==> src/rtl/vdc_inv_pkg.sv <==
// Shared types and constants for the multi-base Van der Corput inverse.
// Optional sequence checking in the top is enabled by VDC_INV_SEQ_CHECK_EN.
package vdc_inv_pkg;

  typedef enum logic [1:0] {
    StIdle,
    StRun,
    StDone
  } vdc_inv_state_e;

  localparam int unsigned Base2 = 2;
  localparam int unsigned Base3 = 3;
  localparam int unsigned Base7 = 7;

  // Wide enough to count up to SCALE (legal SCALE is at most 11).
  localparam int unsigned CntW = 4;

  function automatic longint unsigned vdc_pow(input int unsigned b, input int unsigned n);
    longint unsigned p;
    p = 64'd1;
    for (int unsigned i = 0; i < n; i++) begin
      p = p * longint'(b);
    end
    return p;
  endfunction

endpackage

==> src/rtl/vdc_digit_reverse.sv <==
// One-base digit reverser: each step peels the least significant base-BASE digit off rem
// and shifts it into acc, so SCALE steps reverse the low SCALE digits.
module vdc_digit_reverse
  import vdc_inv_pkg::*;
#(
  parameter int unsigned BASE  = 2,
  parameter int unsigned SCALE = 8,
  parameter int unsigned WIDTH = 32
) (
  input  logic             clk,
  input  logic             rst_n,
  input  logic             load_i,
  input  logic             step_i,
  input  logic [WIDTH-1:0] din_i,
  output logic [WIDTH-1:0] k_o,
  output logic             ovf_o
);

  // acc never reaches BASE^SCALE, so it only needs enough bits to hold BASE^SCALE - 1.
  localparam int unsigned AccW = $clog2(vdc_pow(BASE, SCALE));
  localparam logic [WIDTH-1:0] BaseW = WIDTH'(BASE);

  logic [WIDTH-1:0] rem_q, rem_d;
  logic [AccW-1:0]  acc_q, acc_d;
  logic [WIDTH-1:0] digit;

  always_comb begin
    digit = rem_q % BaseW;
    rem_d = rem_q;
    acc_d = acc_q;
    if (load_i) begin
      rem_d = din_i;
      acc_d = '0;
    end else if (step_i) begin
      rem_d = rem_q / BaseW;
      acc_d = AccW'(WIDTH'(acc_q) * BaseW + digit);
    end
  end

  always_ff @(posedge clk or negedge rst_n) begin
    if (!rst_n) begin
      rem_q <= '0;
      acc_q <= '0;
    end else begin
      rem_q <= rem_d;
      acc_q <= acc_d;
    end
  end

  assign k_o   = WIDTH'(acc_q);
  // Digits left over after SCALE steps mean the sample was outside [0, BASE^SCALE).
  assign ovf_o = (rem_q != '0);

endmodule

==> src/rtl/vdcorput_multi_base_inverse.sv <==
// Recovers k from scaled base-2/3/7 Van der Corput samples and cross-checks the three bases.
// Define VDC_INV_SEQ_CHECK_EN to flag results whose base-2 k does not follow the previous one.
module vdcorput_multi_base_inverse
  import vdc_inv_pkg::*;
#(
  parameter int unsigned SCALE = 8,
  parameter int unsigned WIDTH = 32
) (
  input  logic             clk,
  input  logic             rst_n,
  input  logic             in_valid,
  output logic             in_ready,
  input  logic [WIDTH-1:0] vdc_in_2,
  input  logic [WIDTH-1:0] vdc_in_3,
  input  logic [WIDTH-1:0] vdc_in_7,
  output logic             out_valid,
  input  logic             out_ready,
  output logic [WIDTH-1:0] k_out_2,
  output logic [WIDTH-1:0] k_out_3,
  output logic [WIDTH-1:0] k_out_7,
  output logic [2:0]       range_err,
  output logic             k_match,
  output logic             seq_err
);

  vdc_inv_state_e  state_q, state_d;
  logic [CntW-1:0] cnt_q, cnt_d;
  logic            in_ready_q, in_ready_d;
  logic            out_valid_q, out_valid_d;
  logic            match_vld_q, match_vld_d;
  logic            load, step, last_step;
  logic            ovf_2, ovf_3, ovf_7;

  assign load      = (state_q == StIdle) && in_valid;
  assign step      = (state_q == StRun);
  assign last_step = step && (cnt_q == CntW'(SCALE - 1));

  always_comb begin
    state_d     = state_q;
    cnt_d       = cnt_q;
    match_vld_d = match_vld_q;
    unique case (state_q)
      StIdle: begin
        if (in_valid) begin
          state_d     = StRun;
          cnt_d       = '0;
          match_vld_d = 1'b0;
        end
      end
      StRun: begin
        cnt_d = cnt_q + 1'b1;
        if (last_step) begin
          state_d     = StDone;
          match_vld_d = 1'b1;
        end
      end
      StDone: begin
        if (out_ready) state_d = StIdle;
      end
      default: state_d = StIdle;
    endcase
    in_ready_d  = (state_d == StIdle);
    out_valid_d = (state_d == StDone);
  end

  always_ff @(posedge clk or negedge rst_n) begin
    if (!rst_n) begin
      state_q     <= StIdle;
      cnt_q       <= '0;
      in_ready_q  <= 1'b1;
      out_valid_q <= 1'b0;
      match_vld_q <= 1'b0;
    end else begin
      state_q     <= state_d;
      cnt_q       <= cnt_d;
      in_ready_q  <= in_ready_d;
      out_valid_q <= out_valid_d;
      match_vld_q <= match_vld_d;
    end
  end

  vdc_digit_reverse #(
    .BASE  (Base2),
    .SCALE (SCALE),
    .WIDTH (WIDTH)
  ) u_rev_2 (
    .clk    (clk),
    .rst_n  (rst_n),
    .load_i (load),
    .step_i (step),
    .din_i  (vdc_in_2),
    .k_o    (k_out_2),
    .ovf_o  (ovf_2)
  );

  vdc_digit_reverse #(
    .BASE  (Base3),
    .SCALE (SCALE),
    .WIDTH (WIDTH)
  ) u_rev_3 (
    .clk    (clk),
    .rst_n  (rst_n),
    .load_i (load),
    .step_i (step),
    .din_i  (vdc_in_3),
    .k_o    (k_out_3),
    .ovf_o  (ovf_3)
  );

  vdc_digit_reverse #(
    .BASE  (Base7),
    .SCALE (SCALE),
    .WIDTH (WIDTH)
  ) u_rev_7 (
    .clk    (clk),
    .rst_n  (rst_n),
    .load_i (load),
    .step_i (step),
    .din_i  (vdc_in_7),
    .k_o    (k_out_7),
    .ovf_o  (ovf_7)
  );

  assign in_ready  = in_ready_q;
  assign out_valid = out_valid_q;
  assign range_err = {ovf_7, ovf_3, ovf_2};
  // match_vld holds through IDLE so k_match keeps describing the last result.
  assign k_match   = match_vld_q && (k_out_2 == k_out_3) && (k_out_3 == k_out_7) &&
                     (range_err == 3'b000);

`ifdef VDC_INV_SEQ_CHECK_EN
  localparam logic [WIDTH-1:0] SeqMask = WIDTH'((64'd1 << SCALE) - 64'd1);

  logic [WIDTH-1:0] last_q, last_d;
  logic             seen_q, seen_d;
  logic             seq_err_q, seq_err_d;
  logic             hs;

  assign hs = out_valid_q && out_ready;

  always_comb begin
    last_d    = last_q;
    seen_d    = seen_q;
    seq_err_d = 1'b0;
    if (hs && (range_err == 3'b000)) begin
      seen_d    = 1'b1;
      last_d    = k_out_2;
      seq_err_d = seen_q && (k_out_2 != ((last_q + 1'b1) & SeqMask));
    end
  end

  always_ff @(posedge clk or negedge rst_n) begin
    if (!rst_n) begin
      last_q    <= '0;
      seen_q    <= 1'b0;
      seq_err_q <= 1'b0;
    end else begin
      last_q    <= last_d;
      seen_q    <= seen_d;
      seq_err_q <= seq_err_d;
    end
  end

  assign seq_err = seq_err_q;
`else
  assign seq_err = 1'b0;
`endif

endmodule

==> config.mk <==
export PLATFORM = sky130hd
export DESIGN_NAME = vdcorput_multi_base_inverse
export DESIGN_NICKNAME = d
export VERILOG_FILES = /design/src/rtl/vdc_inv_pkg.sv /design/src/rtl/vdc_digit_reverse.sv /design/src/rtl/vdcorput_multi_base_inverse.sv
export SDC_FILE = /design/constraint.sdc
export NUM_CORES = 1
export LEC_CHECK = 0
export ABC_AREA = 1
export BUFFER_PORTS_ARGS = -buffer_cell sky130_fd_sc_hd__buf_2
export CORE_UTILIZATION = 35
export DETAILED_ROUTE_END_ITERATION = 8
export GPL_TIMING_DRIVEN = 0
export PLACE_DENSITY = 0.6
export REMOVE_ABC_BUFFERS = 1
export SLEW_MARGIN = 0
export SYNTH_ARGS = -nofsm -noshare
export SYNTH_HDL_FRONTEND = slang
export SYNTH_HIERARCHICAL = 1
export SYNTH_SLANG_ARGS = --single-unit
==> constraint.sdc <==
create_clock -name clk -period 11.45 [get_ports clk]
set_input_delay 2.29 -clock clk [delete_from_list [all_inputs] [get_ports clk]]
set_output_delay 2.29 -clock clk [all_outputs]
set_load 0.02 [all_outputs]
# Word-level counts from Yosys, hierarchy flattened
# Index checks and enable logic that the tools add are counted.
# totals
reg_bits	149
input_bits	100
out_inout_bits	103
wordCells	65
# op_classes
n_addsub	4
multipliers	2
div_mod_pow	4
eq_ne	8
mux	21
reduce_logical	15
# op_table
op	n
32-bit 2-to-1 mux	6
32-bit nonzero test	3
23-bit 2-to-1 mux	2
32-bit by 2-bit divider with 32-bit output, second input constant	1
32-bit by 3-bit divider with 32-bit output, second input constant	1
32-bit by 2-bit remainder unit with 32-bit output, second input constant	1
32-bit by 3-bit remainder unit with 32-bit output, second input constant	1
13-bit 2-to-1 mux	2
23-bit adder	1
13-bit by 23-bit equality test with 1-bit output	1
23-bit by 3-bit multiplier with 23-bit output, second input constant	1
8-bit 2-to-1 mux	2
13-bit adder	1
8-bit by 13-bit equality test with 1-bit output	1
13-bit by 2-bit multiplier with 13-bit output, second input constant	1
8-bit by 1-bit adder with 8-bit output	1
4-bit one-hot mux with 2 select lines	1
2-bit 2-to-1 mux	3
2-bit one-hot mux with 3 select lines	1
1-bit logical AND	5
4-bit by 1-bit adder with 4-bit output, second input constant	1
2-bit equality test, second input constant	2
4-bit by 3-bit equality test with 1-bit output, second input constant	1
2-bit zero test	2
10 further kinds	12

# Logic depth before layout (Yosys ltp)
# Gate-level depths: netlist of the first run.
# logic_depth
depth_word	5
ltp_mapped	143
mapped_depth_nobuf	143

# Modules after synthesis
# Netlist of the first run, hierarchy kept.
# modules_own_cells
mod	instances	cells_each	area_per_inst_um2	seq_area_each_um2
vdc_digit_reverse (u_rev_7)	1	900	6423.7	1376.3
vdc_digit_reverse (u_rev_3)	1	619	4380.5	1126.1
vdc_digit_reverse (u_rev_2)	1	259	2277.2	1001.0
vdcorput_multi_base_inverse	1	208	1308.8	226.5

# Worst setup path after synthesis of the first run
# Ideal clock, no wire load.
# synth_timing
kind	register to register
from	reg u_rev_7.rem_q[31]
to	reg u_rev_7.acc_q[22]
setup_time_ns	0.130
arrival_ns	12.454
t_required_ns	11.320
setup_slack_ns	-1.134
path_stages_with_launch	129
path_buffers	0
synth_period_minus_slack_ns	12.584
cell_sequence	dfrtp_1 -> nand3_2 -> nand2_1 -> nand2_1 -> nand2_2 -> nand4_2 -> nand2_2 -> nand2_1 -> nand3_2 -> nand2_2 -> nand2_2 -> nand2_2 -> inv_2 -> nand2_2 -> o21ai_2 -> nand2_2 -> nand2_2 -> nand2_2 -> [93 not listed] -> inv_1 -> nand2_1 -> inv_1 -> nor2_1 -> o21ai_0 -> and2_1 -> o21a_1 -> nor2_1 -> o21ai_0 -> nand3_1 -> nand2_1 -> nand2_1 -> inv_1 -> o21ai_0 -> nand2_1 -> xnor2_1 -> xnor2_1 -> o21ai_1
# synth_between
elab_chain_cells	4
# synth_rtl
item	line_no	text
start, declared	vdc_digit_reverse.sv:23	logic [WIDTH-1:0] rem_q, rem_d;
start signal, assigned	vdc_digit_reverse.sv:45	rem_q <= rem_d;
32-bit by 3-bit remainder unit with 32-bit output	vdc_digit_reverse.sv:28	digit = rem_q % BaseW;
23-bit adder	vdc_digit_reverse.sv:36	acc_d = AccW'(WIDTH'(acc_q) * BaseW + digit);
23-bit 2-to-1 mux	vdc_digit_reverse.sv:34	end else if (step_i) begin
23-bit 2-to-1 mux	vdc_digit_reverse.sv:31	if (load_i) begin
end signal, assigned	vdc_digit_reverse.sv:43	acc_q <= '0;
end signal, assigned	vdc_digit_reverse.sv:46	acc_q <= acc_d;
end, declared	vdc_digit_reverse.sv:24	logic [AccW-1:0] acc_q, acc_d;
# Every way passes these cells. The select of a mux whose other input is x is not followed.
# A chain may end at the register's enable or synchronous reset.

# Worst setup path in the final report of the first run
# layout_timing
from	reg u_rev_7.rem_q[30]
to	reg u_rev_7.acc_q[12]
# Same word-level chain as after synthesis.

==> results of run 1 <==
worst max path at each step:
| stage | endpoint | cells after the start | slack (ns) |
|---|---|---|---|
| after global routing | u_rev_7/acc_q[22] | 123 | -3.70 |
| after global placement | u_rev_7/acc_q[22] | 130 | -2.68 |
| after floorplan | u_rev_7/acc_q[22] | 128 | -1.14 |
| final | u_rev_7/acc_q[12] | 120 | -2.72 |
| after detailed placement | u_rev_7/acc_q[22] | 129 | -3.02 |
| after CTS | u_rev_7/acc_q[22] | 125 | -2.11 |
what timing repair did:
action | in CTS | in global routing
gates resized for setup | 164 | 274
buffers inserted | 121 | 47
setup endpoints to repair | 24 | 32
pin swaps | 119 | 181
stage by stage:
stage / utilization (%) / setup slack (ns) / TNS, ns / std cells / hold slack (ns)
6_report: 47.66 / -2.720 / -30.38 / 2817 / 0.4810
5_1_grt: 47.66 / -3.699 / -54.67 / 2817 / 0.5145
4_1_cts: 44.01 / -2.106 / -17.35 / 2767 / 0.4869
3_5_place_dp: 38.55 / -3.015 / -30.70 / 2615 / 0.4712
3_3_place_gp: 38.15 / -2.679 / -24.31 / 2609 / 0.4655
2_1_floorplan: - / -1.144 / -4.918 / 1935 / 0.4422
kinds of logic (layout without fill, tap and decap cells):
kind of cell | after synthesis | after routing
other | 4 | 54
DFF | 149 | 149
and+or+nand+nor | 886 | 886
adders and majority gates | 94 | 94
xor gates and xnor gates | 73 | 73
AOI/OAI and AO/OA | 400 | 400
buffers and inverters | 379 | 635
muxes | 1 | 1
Yosys cell counts, drive strengths merged, types with 5 or more instances:
library cell	instances
a21oi	57
and2	5
buf	71
clkbuf	29
dfrtp	148
fa	53
ha	41
inv	275
nand2	507
nand3	140
nand4	43
nor2	165
nor3	8
nor4	9
o211ai	17
o21ai	234
o21bai	18
o22ai	51
o31ai	9
or2	5
xnor2	60
xor2	13
state kept, by name (all words and copies together), names as in the netlist:
name           flops
state_q            2
u_rev_2/acc_q      8
match_vld_q        1
u_rev_3/rem_q     32
u_rev_2/rem_q     32
in_ready           1
cnt_q              4
u_rev_7/acc_q     23
u_rev_7/rem_q     32
u_rev_3/acc_q     13
out_valid          1
per-layer routing:
layer	vias to the layer above	part of all wire [%]	wire length (um)	global-route usage (%)
met5	-	0.080	35	0
met4	6	2.9	1293	8.529
met3	84	5.4	2354	4.868
met2	338	49	21510	33.82
met1	6733	43	18680	25.49
li1	6999	-	-	-
final cells by class:
type | count | share of cell area [%]
well taps | 525 | 3.437
multi-input cells | 1507 | 56.25
flip-flops and latches | 149 | 19.54
diodes | 1 | 0.01309
inverters | 279 | 5.650
clock inverters | 12 | 0.8053
clock buffers | 19 | 2.370
repair buffers | 325 | 11.94
cell usage in the layout (no fill, tap or decap), drive strengths merged:
master    instances
nand4            43
nor4              9
nor2            165
or2               5
dfstp             1
o21ai           234
a31oi             4
bufinv            3
inv             277
o22ai            51
buf             325
o21a              3
o211ai           17
a21o              2
ha               41
fa               53
and2              5
nand2           507
dfrtp           148
o32ai             1
xnor2            60
clkinvlp          3
a22o              4
o31ai             9
clkinv            8
a21oi            57
nand3           140
conb             53
mux2i             1
nand3b            4
nor3              8
o21bai           18
xor2             13
diode             1
clkbuf           19
critical path, delay by kind of cell, from the launching register on:
kind,cells,cell delay [ns]
AND/OR/NAND/NOR,76,7.35
flip-flops,1,0.45
buffers and inverters,23,2.49
AO/OA/AOI/OAI,17,2.61
adder cells (fa/ha/maj),4,1.09
==> impl_metrics.py, run 1 <==
metrics = {
    "outcome": {
        "status": "finished, violations left",
        "failing_checks": "setup timing",
    },
    "logic_synthesis": {
        "synthCells": 1986,
        "syn_area_per_cell_sq_um": 7.246,
        "synth_sequential_area_ratio_pct": 25.92,
        "synth_adder_area_share_pct": 10.94,
        "number_of_synthesized_flops_with_an_enable_pin": 0,
        "post_synth_xor_area_fraction_pct": 4.443,
        "synth_top_family_by_area": "simple AND/OR/NAND/NOR gates",
        "synth_seq_cells": 149,
        "synthDistinctLibCells": 59,
        "post-synth-top-area-fraction_pct": 25.74,
        "yosysTopAreaCell": "dfrtp_1",
        "ys_dominant_reg_cell": "dfrtp_1",
        "synth_simple_gate_area_share_pct": 29.50,
        "cell_area_after_technology_mapping_sq_um": 14390,
        "yosysWarningCount": 6,
        "mux_share_of_post_synthesis_cell_area_pct": 0.06956,
        "synth_compound_gate_area_share_pct": 16.91,
        "ys_top_cells_by_area": "dfrtp_1, nand2_1, fa_1",
        "asyncSetResetFlopFracSynth_pct": 100.0,
    },
    "finish": {
        "syn2layout_area_growth_pct": 32.81,
        "layout.area.seq_sq_um": 3734,
        "total_area_of_multi_input_combinational_cells_sq_um": 10750,
        "drive_above_1_share_pct": 38.32,
        "final_nets": 2473,
        "post_layout_instance_area_sq_um": 19110,
        "filler_cells": 3852,
    },
    "hold_path": {
        "hold_path_end": "cnt_q[3]",
        "hold_path_class": "reg2reg",
        "startpoint_of_the_most_critical_hold_path": "cnt_q[3]",
        "hold_path_depth": 1,
    },
    "grt": {
        "grt_antenna_before_repair": 4,
        "grt_start_max_net_pins": 89,
        "globalRouteTotalUtil_pct": 20.50,
        "grt_pass1_wl_mm": 67.75,
        "overflow": 0,
        "via_count_of_the_first_global_routing_pass": 13680,
    },
    "clock_network": {
        "worstSkewPairLatency_ns": 0.49,
        "max-clock-path-buffers": 2,
        "tritoncts_num_sinks": 149,
        "htreeDepth": 4,
        "post_cts_hold_buffer_count": 0,
        "cts.clk_slew.worst_paths_ns": 0.07,
        "clock_buffers_created_by_tritoncts": 17,
        "tritoncts": "done",
        "clockRootBuffer": "clkbuf_16",
    },
    "placed_design": {
        "buffer_ports.inserted": 149,
        "placed_inst_area_sq_um": 15460,
        "gp_routability_congestion": 0.8694,
        "post-dp-hpwl_mm": 28.53,
    },
    "worst_setup_path": {
        "critical_path_origin": "u_rev_7/rem_q[30]",
        "max_stage_delay_ns": 0.48,
        "setup.worst_path.class": "reg2reg",
        "critPathLaunchType": "register",
        "r2r-start": "u_rev_7/rem_q[30]",
        "crit_top_cell": "nand2_4",
        "worstPathMaxFanout": 5,
        "arrival_ns": 14.56,
        "worst_r2r_path_depth": 120,
        "register_to_register_setup_slack_ns": -2.72,
        "critPathRequiredTime_ns": 11.84,
        "worstSetupEndpointType": "register",
        "slowest_stage": "fa_1",
        "r2r_end": "u_rev_7/acc_q[12]",
    },
    "route": {
        "detail_route.vias_per_cell": 5.027,
        "drt_iter0_drc": 581,
        "drt-pass1-iter-count": 5,
        "remaining_drc_errors": 0,
        "via_count": 14160,
        "route.final.wire_length_mm": 43.88,
        "route.antenna.remaining_nets": 0,
        "wire_per_inst_um": 15.58,
    },
    "floorplan": {
        "std_cell_rows": 73,
        "die_width_um": 204.8,
        "die_area_sq_um": 41930,
        "fp.coreArea_sq_um": 40100,
        "initial_core_util_pct": 35.89,
        "chipHeight_um": 204.8,
        "number_of_placed_i_o_pins": 203,
    },
    "timing": {
        "finalMaxSlewViolations": 0,
        "rsz0062_at_grt": "yes",
        "slew_at_the_pin_closest_to_its_max_slew_limit_ns": 1.165,
        "timing_hold_violations_final": 0,
        "skew_ns": 0.01044,
        "post-route-min-period_ns": 14.17,
        "layout_worst_path_cycle_share_pct": 123.8,
        "finalSetupViolations": 23,
        "fin_ws_ns": -2.720,
        "fmax_mhz": 70.57,
        "max_slew_margin_pct": 22.08,
    },
    "run": {
        "max_cap_viol_count": 0,
    },
}
Power of run 1 is left out: the tool's default activity adds up to more than one toggle a clock period on the data nets, which glitch-free logic cannot reach.
==> run 2: changes to the inputs <==
--- a/config.mk
+++ b/config.mk
@@ -11,7 +11,6 @@
 export DETAILED_ROUTE_END_ITERATION = 8
 export GPL_TIMING_DRIVEN = 0
 export PLACE_DENSITY = 0.6
-export REMOVE_ABC_BUFFERS = 1
 export SLEW_MARGIN = 0
 export SYNTH_ARGS = -nofsm -noshare
 export SYNTH_HDL_FRONTEND = slang
==> run 2 against run 1 <==
  * The flow still finishes with violations (setup timing)
  * Via count is 2.7% higher
  * First-iteration DRC count is 32% higher
  * Setup slack better by 0.19 ns
  * Global-route usage is 0.18 points lower
  * Largest cell class unchanged
==> impl_metrics.py, run 2 (synthesis results as in run 1) <==
metrics = {
    "run": {
        "max_cap_viol_count": 0,
    },
    "route": {
        "remaining_drc_errors": 0,
        "drt_iter0_drc": 765,
        "wire_per_inst_um": 15.77,
        "route.final.wire_length_mm": 45.62,
        "via_count": 14540,
        "drt-pass1-iter-count": 5,
        "route.antenna.remaining_nets": 0,
        "detail_route.vias_per_cell": 5.027,
    },
    "worst_setup_path": {
        "critPathLaunchType": "register",
        "worstPathMaxFanout": 7,
        "setup.worst_path.class": "reg2reg",
        "critPathRequiredTime_ns": 11.76,
        "crit_cells": 130,
        "arrival_ns": 14.29,
        "crit_top_cell": "nand2_4",
        "worst_r2r_path_depth": 130,
        "critical_path.n_buffers_inverters": 14,
        "r2r-start": "u_rev_7/rem_q[31]",
        "critical_path_origin": "u_rev_7/rem_q[31]",
        "max_stage_delay_ns": 0.46,
        "worstSetupEndpointType": "register",
        "cp_top_family": "simple AND/OR/NAND/NOR gates",
        "slowest_stage": "fa_1",
    },
    "clock_network": {
        "cts.clk_slew.worst_paths_ns": 0.07,
        "max-clock-path-buffers": 2,
        "clock_buffers_created_by_tritoncts": 17,
        "worstSkewPairLatency_ns": 0.45,
        "post_cts_hold_buffer_count": 0,
        "tritoncts_num_sinks": 149,
        "tritoncts": "done",
        "htreeDepth": 4,
        "clockRootBuffer": "clkbuf_16",
    },
    "placed_design": {
        "post-dp-hpwl_mm": 31.55,
        "dp_worst_setup_slack_ns": -2.536,
        "buffer_ports.inserted": 149,
        "placed_inst_area_sq_um": 16230,
        "gp_routability_congestion": 0.8786,
    },
    "outcome": {
        "status": "finished, violations left",
        "failing_checks": "setup timing",
    },
    "timing": {
        "fmax_mhz": 71.53,
        "fin_ws_ns": -2.531,
        "max_slew_margin_pct": 42.38,
        "timing_hold_violations_final": 0,
        "slew_at_the_pin_closest_to_its_max_slew_limit_ns": 0.8597,
        "fin_worst_hold_slack_ns": 0.4810,
        "skew_ns": 0.01224,
        "rsz0062_at_grt": "yes",
        "layout_worst_path_cycle_share_pct": 122.1,
        "finalSetupTns_ns": -31.06,
        "finalMaxSlewViolations": 0,
        "finalSetupViolations": 24,
        "post-route-min-period_ns": 13.98,
    },
    "floorplan": {
        "number_of_placed_i_o_pins": 203,
        "die_area_sq_um": 41930,
        "die_width_um": 204.8,
        "initial_core_util_pct": 35.89,
        "chipHeight_um": 204.8,
        "std_cell_rows": 73,
        "fp.coreArea_sq_um": 40100,
    },
    "hold_path": {
        "hold_path_depth": 1,
        "hold_path_class": "reg2reg",
        "startpoint_of_the_most_critical_hold_path": "cnt_q[3]",
    },
    "grt": {
        "via_count_of_the_first_global_routing_pass": 13920,
        "grt_start_max_net_pins": 85,
        "globalRouteTotalUtil_pct": 20.33,
        "grt_pass1_wl_mm": 68.10,
        "overflow": 0,
        "grt_antenna_before_repair": 3,
    },
    "finish": {
        "top_regs": "u_rev_2/rem_q (32), u_rev_3/rem_q (32), u_rev_7/rem_q (32)",
        "final_nets": 2549,
        "filler_cells": 3771,
        "syn2layout_area_growth_pct": 35.92,
        "post_layout_instance_area_sq_um": 19560,
        "layout_common_cells": "nand2_1, inv_1, buf_4",
        "drive_above_1_share_pct": 37.85,
        "final_common_cell": "nand2_1",
    },
}
-- run 2: cell type report --
type	count	area, sq um	share of cell area (%)
clock inverter	11	112.6	0.5757
tap	525	656.9	3.358
clock buffer	20	466.7	2.386
sequential	149	3732	19.08
inverter	279	1075	5.495
buffer	100	680.7	3.480
antenna	1	2.502	0.01279
timing repair buffer	301	1989	10.17
multi-input combinational	1507	10840	55.44
-- run 2: routing by layer --
layer	part of all wire, %	routed length, um	global-route usage (%)
met1	42	19380	25.30
met2	52	23510	36.02
met3	4.5	2034	3.691
met4	1.5	669	4.797
met5	0.050	23	0
-- run 2: per-stage QoR --
step,utilization (%),cells
after global routing,48.77,2892
after global placement,40.38,2709
final,48.78,2893
after floorplan,-,2035
after CTS,44.07,2807
after detailed placement,40.48,2710
-- run 2: repair_timing --
| action | 4_1_cts | 5_1_grt |
|---|---|---|
| resized for setup | 97 | 297 |
| pin swaps | 82 | 136 |
| setup buffers | 66 | 85 |
| endpoints found under the setup margin | 24 | 32 |
-- run 2: worst reg2reg max path, delay by kind of cell (launching register included) --
family,cells,cell delay (ns)
simple gates,92,8.56
buf+inv,14,1.07
xor+xnor,2,0.30
compound gates,18,2.45
flops,1,0.45
fa+ha+maj,4,1.03
-- run 2: path summary, 6_finish.rpt --
kind                                endpoint  slack (ns)
max reg2reg                u_rev_7/acc_q[22]       -2.53
min reg2reg                         cnt_q[3]        0.48
min                                 cnt_q[3]        0.48
max in group asynchronous           in_ready        8.78
min in group asynchronous  u_rev_2/rem_q[16]        1.80
max                        u_rev_7/acc_q[22]       -2.53
Power of run 2 is left out for the same reason.
==> run 3: changes to the inputs <==
--- a/config.mk
+++ b/config.mk
@@ -9,8 +9,9 @@
 export BUFFER_PORTS_ARGS = -buffer_cell sky130_fd_sc_hd__buf_2
 export CORE_UTILIZATION = 35
 export DETAILED_ROUTE_END_ITERATION = 8
-export GPL_TIMING_DRIVEN = 0
+export GPL_TIMING_DRIVEN = 1
 export PLACE_DENSITY = 0.6
+export RECOVER_POWER = 50
 export SLEW_MARGIN = 0
 export SYNTH_ARGS = -nofsm -noshare
 export SYNTH_HDL_FRONTEND = slang
==> run 3 against run 2 <==
  * Sequential share of layout area about the same
  * Cell area up 0.16%
  * Final cell count down 0.55%
  * Clock skew down 0.0017 ns
  * Wire length down 4.1%
  * The run ends with capacitance limit, slew limit, setup timing left
  * Critical path type unchanged
  * Highest routed layer unchanged
  * Die area unchanged
  * Register-to-register slack better by 0.18 ns
==> impl_metrics.py, run 3 (synthesis results as in run 1) <==
metrics = {
    "placed_design": {
        "placed_inst_area_sq_um": 16650,
        "post-dp-hpwl_mm": 29.78,
        "gp_routability_congestion": 0.8799,
        "buffer_ports.inserted": 149,
        "dp_worst_setup_slack_ns": -2.096,
    },
    "floorplan": {
        "die_area_sq_um": 41930,
        "fp.coreArea_sq_um": 40100,
        "chipHeight_um": 204.8,
        "std_cell_rows": 73,
        "die_width_um": 204.8,
        "initial_core_util_pct": 35.89,
        "number_of_placed_i_o_pins": 203,
    },
    "run": {
        "max_cap_viol_count": 2,
    },
    "worst_setup_path": {
        "critPathLaunchType": "register",
        "max_stage_delay_ns": 0.54,
        "cp_top_family": "simple AND/OR/NAND/NOR gates",
        "crit_top_cell": "nand2_2",
        "arrival_ns": 14.12,
        "slowest_stage": "fa_1",
        "setup.worst_path.class": "reg2reg",
        "worstSetupEndpointType": "register",
        "critPathRequiredTime_ns": 11.77,
        "critical_path.n_buffers_inverters": 11,
        "worstPathMaxFanout": 5,
    },
    "finish": {
        "layout_common_cells": "nand2_1, inv_1, buf_4",
        "final_common_cell": "nand2_1",
        "top_regs": "u_rev_2/rem_q (32), u_rev_3/rem_q (32), u_rev_7/rem_q (32)",
        "post_layout_instance_area_sq_um": 19590,
        "total_area_of_multi_input_combinational_cells_sq_um": 11000,
        "final_nets": 2531,
        "filler_cells": 3830,
        "syn2layout_area_growth_pct": 36.14,
        "drive_above_1_share_pct": 39.12,
        "layout.area.seq_sq_um": 3732,
    },
    "route": {
        "route.final.wire_length_mm": 43.73,
        "wire_per_inst_um": 15.20,
        "remaining_drc_errors": 0,
        "via_count": 14340,
        "detail_route.vias_per_cell": 4.984,
        "drt-pass1-iter-count": 5,
        "drt_iter0_drc": 733,
        "route.antenna.remaining_nets": 0,
    },
    "timing": {
        "finalSetupTns_ns": -28.73,
        "finalMaxSlewViolations": 152,
        "post-route-min-period_ns": 13.80,
        "fin_ws_ns": -2.348,
        "timing_hold_violations_final": 0,
        "fin_worst_hold_slack_ns": 0.4758,
        "rsz0062_at_grt": "yes",
        "fmax_mhz": 72.47,
        "slew_at_the_pin_closest_to_its_max_slew_limit_ns": 5.144,
        "layout_worst_path_cycle_share_pct": 120.5,
        "finalSetupViolations": 23,
        "max_slew_margin_pct": -242.9,
        "skew_ns": 0.01052,
    },
    "grt": {
        "overflow": 0,
        "grt_antenna_before_repair": 2,
        "globalRouteTotalUtil_pct": 19.61,
        "grt_pass1_wl_mm": 65.67,
        "via_count_of_the_first_global_routing_pass": 13730,
        "grt_start_max_net_pins": 88,
    },
    "hold_path": {
        "hold_path_class": "reg2reg",
    },
    "clock_network": {
        "worstSkewPairLatency_ns": 0.46,
        "tritoncts": "done",
        "clockRootBuffer": "clkbuf_16",
        "max-clock-path-buffers": 2,
        "cts.clk_slew.worst_paths_ns": 0.07,
        "clock_buffers_created_by_tritoncts": 17,
        "htreeDepth": 4,
        "tritoncts_num_sinks": 149,
    },
    "outcome": {
        "status": "finished, violations left",
        "failing_checks": "capacitance limit, slew limit, setup timing",
    },
}
-- run 3: worst paths after layout --
check / cells after the start / start / slack [ns] / end
min reg2reg: 1 / cnt_q[3] / 0.48 / cnt_q[3]
max reg2reg: 124 / u_rev_7/rem_q[31] / -2.35 / u_rev_7/acc_q[22]
min: 1 / cnt_q[3] / 0.48 / cnt_q[3]
max: 124 / u_rev_7/rem_q[31] / -2.35 / u_rev_7/acc_q[22]
min in group asynchronous: 1 / rst_n / 3.69 / u_rev_2/rem_q[17]
max in group asynchronous: 2 / rst_n / 2.55 / u_rev_3/rem_q[14]
-- run 3: routing by layer --
layer / wire length, um / global-route usage (%)
met5: 13 / 0
met3: 1846 / 3.548
met1: 19000 / 24.20
met2: 21910 / 34.03
met4: 961 / 6.850
-- run 3: what timing repair did --
action	4_1_cts	5_1_grt
gates resized for setup	63	371
endpoints found under the setup margin	21	32
hold buffers	0	0
buffers inserted	26	65
cloned	0	0
pin swaps	58	204
-- run 3: area by class of cell --
cell class | instances | area share, %
multi-input combinational | 1507 | 56.13
sequential | 149 | 19.05
timing repair buffer | 383 | 12.86
inverter | 279 | 5.537
tap | 525 | 3.353
clock buffer | 17 | 2.172
clock inverter | 14 | 0.8622
antenna | 3 | 0.03832
-- run 3: metrics by stage --
step	std cells	utilization (%)
CTS	2816	44.13
finish	2877	48.86
global route	2874	48.84
floorplan	2035	-
detailed placement	2759	41.53
global placement	2759	41.53
Power of run 3 is left out for the same reason.
